[config.mk]
export PLATFORM = sky130hd
export DESIGN_NAME = switch_digit_display
export DESIGN_NICKNAME = d
export VERILOG_FILES = /design/src/rtl/seg7_pkg.sv /design/src/rtl/switch_debouncer.sv /design/src/rtl/switch_digit_display.sv
export SDC_FILE = /design/constraint.sdc
export NUM_CORES = 1
export LEC_CHECK = 0
export BUFFER_PORTS_ARGS = -buffer_cell sky130_fd_sc_hd__buf_2
export CORE_UTILIZATION = 60
export CTS_CLUSTER_SIZE = 30
export DETAILED_ROUTE_END_ITERATION = 12
export HOLD_SLACK_MARGIN = 0.05
export PLACE_DENSITY = 0.81
export SYNTH_ARGS = -nofsm -noshare
export SYNTH_HDL_FRONTEND = slang
export SYNTH_SLANG_ARGS = --single-unit
[constraint.sdc]
create_clock -name CLOCK_50 -period 12 [get_ports CLOCK_50]
set_clock_uncertainty 0.05 [all_clocks]
set_input_delay 1.8 -clock CLOCK_50 [delete_from_list [all_inputs] [get_ports CLOCK_50]]
set_output_delay 1.8 -clock CLOCK_50 [all_outputs]
set_load 0.1 [all_outputs]
[src/rtl/seg7_pkg.sv]
// Seven-segment glyph constants and lookup shared by the switch display.
// Encoding is active-low, bit7 = dp, bits6..0 = g..a; dp is always left off.
package seg7_pkg;

  localparam logic [7:0] SEG_OFF = 8'hFF;
  localparam logic [7:0] SEG_0   = 8'hC0;
  localparam logic [7:0] SEG_1   = 8'hF9;
  localparam logic [7:0] SEG_2   = 8'hA4;
  localparam logic [7:0] SEG_3   = 8'hB0;
  localparam logic [7:0] SEG_4   = 8'h99;
  localparam logic [7:0] SEG_5   = 8'h92;
  localparam logic [7:0] SEG_6   = 8'h82;
  localparam logic [7:0] SEG_7   = 8'hF8;
  localparam logic [7:0] SEG_8   = 8'h80;
  localparam logic [7:0] SEG_9   = 8'h90;

  // Decimal digit to glyph; 10..15 never occur on a mod-10 counter, shown blank.
  function automatic logic [7:0] seg7_glyph(input logic [3:0] d);
    logic [7:0] g;
    case (d)
      4'd0:    g = SEG_0;
      4'd1:    g = SEG_1;
      4'd2:    g = SEG_2;
      4'd3:    g = SEG_3;
      4'd4:    g = SEG_4;
      4'd5:    g = SEG_5;
      4'd6:    g = SEG_6;
      4'd7:    g = SEG_7;
      4'd8:    g = SEG_8;
      4'd9:    g = SEG_9;
      default: g = SEG_OFF;
    endcase
    return g;
  endfunction

endpackage

[src/rtl/switch_debouncer.sv]
// One switch channel: 2-FF synchroniser, stability counter and accepted state.
//  clk   in   system clock
//  rst   in   async active-high reset
//  raw   in   raw (asynchronous, bouncy) switch pin
//  q     out  debounced state
//  rise  out  one-cycle pulse in the cycle whose closing edge takes q 0->1
module switch_debouncer #(
  parameter int DEBOUNCE_CYCLES = 500000
) (
  input  logic clk,
  input  logic rst,
  input  logic raw,
  output logic q,
  output logic rise
);

  localparam int CW = $clog2(DEBOUNCE_CYCLES);
  localparam logic [CW-1:0] CNT_LAST = CW'(DEBOUNCE_CYCLES - 1);

  logic          s1, s;
  logic [CW-1:0] cnt;
  logic          hit;

  // Sample disagrees with q for the DEBOUNCE_CYCLES-th consecutive cycle.
  assign hit  = (s != q) && (cnt == CNT_LAST);
  // Exposed one cycle early so the edge counter steps on the same edge as q.
  assign rise = hit & s;

  always_ff @(posedge clk or posedge rst) begin
    if (rst) begin
      s1  <= 1'b0;
      s   <= 1'b0;
      q   <= 1'b0;
      cnt <= '0;
    end else begin
      s1 <= raw;
      s  <= s1;
      if (s == q) begin
        cnt <= '0;
      end else if (hit) begin
        q   <= s;
        cnt <= '0;
      end else begin
        cnt <= cnt + 1'b1;
      end
    end
  end

endmodule

[src/rtl/switch_digit_display.sv]
// Switch-status display: per channel a debounced switch drives an LED and a
// 7-seg digit. MODE=0 shows the state (0/1), MODE=1 the rising-edge count mod 10.
//  CLOCK_50  in   system clock
//  RESET     in   async active-high reset
//  SW        in   raw slide switches, up = 1
//  MODE      in   raw mode switch (synchronised, not debounced)
//  CLR_CNT   in   clean synchronous clear of all edge counters
//  LEDR      out  debounced switch states
//  HEX       out  active-low digits, HEX[8i+7:8i] = digit i
module switch_digit_display
  import seg7_pkg::*;
#(
  parameter int NUM_CH          = 6,
  parameter int DEBOUNCE_CYCLES = 500000
) (
  input  logic                  CLOCK_50,
  input  logic                  RESET,
  input  logic [NUM_CH-1:0]     SW,
  input  logic                  MODE,
  input  logic                  CLR_CNT,
  output logic [NUM_CH-1:0]     LEDR,
  output logic [8*NUM_CH-1:0]   HEX
);

  logic                  mode_s1, mode_s;
  logic [NUM_CH-1:0]     q;
  logic [NUM_CH-1:0]     rise;
  logic [NUM_CH-1:0][7:0] hex_bytes;

  // MODE only selects the glyph source, so a plain 2-FF sync is enough.
  always_ff @(posedge CLOCK_50 or posedge RESET) begin
    if (RESET) begin
      mode_s1 <= 1'b0;
      mode_s  <= 1'b0;
    end else begin
      mode_s1 <= MODE;
      mode_s  <= mode_s1;
    end
  end

  for (genvar i = 0; i < NUM_CH; i++) begin : g_ch
    logic [3:0] cnt;
    logic [7:0] hex_q;

    switch_debouncer #(.DEBOUNCE_CYCLES(DEBOUNCE_CYCLES)) u_deb (
      .clk  (CLOCK_50),
      .rst  (RESET),
      .raw  (SW[i]),
      .q    (q[i]),
      .rise (rise[i])
    );

    always_ff @(posedge CLOCK_50 or posedge RESET) begin
      if (RESET) begin
        cnt   <= 4'd0;
        hex_q <= SEG_0;
      end else begin
        // Clear takes priority over a same-cycle rising edge.
        if (CLR_CNT)
          cnt <= 4'd0;
        else if (rise[i])
          cnt <= (cnt == 4'd9) ? 4'd0 : cnt + 4'd1;
        hex_q <= mode_s ? seg7_glyph(cnt) : (q[i] ? SEG_1 : SEG_0);
      end
    end

    assign hex_bytes[i] = hex_q;
  end

  assign LEDR = q;
  assign HEX  = hex_bytes;

endmodule

==> results_dict.tcl <==
set metrics [dict create \
    status "complete, no violations" \
    tritoncts "yes" \
    synth_seq_cells 200 \
    grt_pass1_wl_um 34900 \
    setup_violations 0 \
    num_vias 7758 \
    fin_hold_ws_ns 0.300 \
    post-cts-setup-buffers 0 \
    n_antenna_cell 0 \
    timing.fmax_mhz 310 \
    core_um2 16500 \
    crit_type "flip-flop to output pin" \
    hold_viol_final 0 \
    final_cells 1339 \
    routedWlPerCell_um 15.4 \
    h-tree-depth 4 \
    synth_fa_ha_area_frac 0.0444 \
    power.density_nw_per_um2 116 \
    fillers 1293 \
    synth_top_family_by_area "simple AND/OR/NAND/NOR gates" \
    ir_drop_mv 0.103 \
    synth_edf_count 0 \
    first_global_vias 7288 \
    dp_hpwl_um 13500 \
    critPathArrivalTime_ns 1.38 \
    area_delta_synth_final_pct 9.40 \
    min_period_ns 3.23 \
    final_util 0.672 \
    p_leak_nw 4.68 \
    io_buffers 57 \
    cts.sinks 200 \
    dpl.cell_count 1307 \
    synth_area_um2 10200 \
    cpPeakStageDelay_ns 0.47 \
    synthFlopType "dfrtp_1" \
    yosysSeqAreaShare 0.494 \
    dieWidth_um 132 \
    cp_slowest_cell "dfrtp_1" \
    dr.pass1.iters 8 \
    cp-end-kind "output pin" \
    rows 47 \
    antenna_left 0 \
    grt_remaining_overflow 0 \
    wl_um 20600 \
    cts_resized 0 \
    r2r_slack_ns 9.35 \
    crit_family "flip-flops" \
    yosysTopAreaCell "dfrtp_1" \
    maxCapViolations 0 \
    crit_chain "buf_2" \
    via_per_inst 5.79 \
    clockBufferDepth 2 \
    syn_inst 1068 \
    start_kind "flip-flop" \
    slew_headroom 0.318 \
    clkSlewWorstSetupHoldPaths_ns 0.07 \
    slew_viol_final 0 \
    cts_buffers 17 \
    min-delay-path-class "flip-flop to flip-flop" \
    root_buffer "clkbuf_16" \
    ys_async_sr_fraction 1.00 \
    initial_utilization 0.614 \
    synth_simple_gate_area_frac 0.225 \
    clk_latency_ns 0.44 \
    fin_crit_sh 0.269 \
    critPathMaxFanout 6 \
    grt_max_degree 119 \
    synth.distinct_cells 59 \
    hold_buffers 0 \
    drc 0 \
    critPathBufInv 1 \
    synth.top_cell.area_share 0.478 \
    die-area_um2 17400 \
    yosysWarnings 0 \
    crit_required_ns 10.15 \
    drt_iter0_drc 701 \
    avgSynthCellArea_um2 9.51 \
    grt_setup_unrepaired "no" \
    drive_gt1_frac 0.106 \
    gp_congestion 0.814 \
    muxShareOfSynthArea 0.0123 \
    gr-usage-all-layers 0.247 \
    die_y_um 132 \
    synth_area_leaders "dfrtp_1, xnor2_1, nor2_1, ha_1, o21ai_0" \
    antenna_found_initial 0 \
    synth_xor_area_frac 0.0742 \
    nNetsFinal 1152 \
    ios 64 \
    totalNegativeSetupSlack_ns 0 \
    synth-compound-area-share 0.104 \
    tightest_slew_ns 1.02 \
]
[cells in the final DEF (no fill, tap or decap), types with 8 or more instances in the layout]
cell type and instances:
dfrtp_1 194, nor2_1 133, nand2_1 79, xnor2_1 66, o21ai_0 64, inv_1 62, nand3_1 58, buf_2 57
a21oi_1 52, ha_1 36, nand4_1 28, or3_1 27, nor3_1 27, nor4_1 24, xor2_1 20, clkbuf_16 17
or4_1 13, and3_1 11, nor2b_1 10, nor4b_1 8, mux2i_1 8, nand2b_1 8
[worst paths after layout]
path,start,end,cells after the start
min in group asynchronous,RESET,g_ch[5].u_deb.cnt[2],2
min,g_ch[4].u_deb.s1,g_ch[4].u_deb.s,0
min reg2reg,g_ch[4].u_deb.s1,g_ch[4].u_deb.s,0
max in group asynchronous,RESET,g_ch[4].u_deb.cnt[14],3
max reg2reg,g_ch[1].u_deb.cnt[0],g_ch[1].u_deb.cnt[12],5
max,g_ch[0].u_deb.q,LEDR[0],1
[registers in the layout, summed over array words and instances (netlist names)]
register / flops
g_ch.cnt: 24
g_ch.hex_q: 42
g_ch.u_deb.cnt: 114
g_ch.u_deb.q: 6
g_ch.u_deb.s: 6
g_ch.u_deb.s1: 6
mode_s: 1
mode_s1: 1
[cell families after synthesis]
family / after synthesis
AO/OA/AOI/OAI: 172
XOR/XNOR: 86
adder cells (fa/ha/maj): 36
buffers and inverters: 109
flip-flops: 200
multiplexers: 12
other: 1
AND/OR/NAND/NOR: 452
[final cells by class]
type                            count  area, um2  area share
Multi-Input combinational cell    764       4700       0.423
Tap cell                          220        275      0.0248
Clock inverter                     13        136      0.0123
Timing Repair Buffer               60        308      0.0277
Inverter                           63        244      0.0220
Sequential cell                   200       5010       0.451
Clock buffer                       19        433      0.0390
[per-stage QoR]
stage,area [um2],setup slack [ns],power (mW)
3_3_place_gp,10500,8.35,0.747
2_1_floorplan,10200,4.71,0.737
6_report,11100,8.77,1.29
4_1_cts,11100,8.76,1.30
3_5_place_dp,10500,8.33,0.748
5_1_grt,11100,8.56,1.33
[report_power, final]
group	internal (mW)	switching, mW	total, mW
registers	0.681	0.00662	0.688
logic	0.00838	0.0381	0.0465
clock network	0.292	0.263	0.555
[layer usage]
layer / vias up / track usage / part of all wire
met5: - / 0 / 0
met4: 0 / 0.0820 / 0.014
met3: 27 / 0.0404 / 0.035
met2: 164 / 0.403 / 0.48
met1: 3768 / 0.336 / 0.47
li1: 3799 / - / -
[cells in the mapped netlist (6+ instances only)]
cell,count
dfrtp_1,194
nor2_1,133
nand2_1,79
xnor2_1,66
o21ai_0,64
inv_1,63
nand3_1,58
a21oi_1,52
ha_1,36
clkbuf_1,28
nand4_1,28
nor3_1,27
or3_1,27
nor4_1,24
xor2_1,20
or4_1,13
buf_4,12
and3_1,11
nor2b_1,10
mux2i_1,8
nand2b_1,8
nor4b_1,8
a31o_2,6
dfstp_2,6
o221ai_1,6
o31ai_1,6
o41ai_1,6
Note: power is estimated with default switching activity, not from simulation.
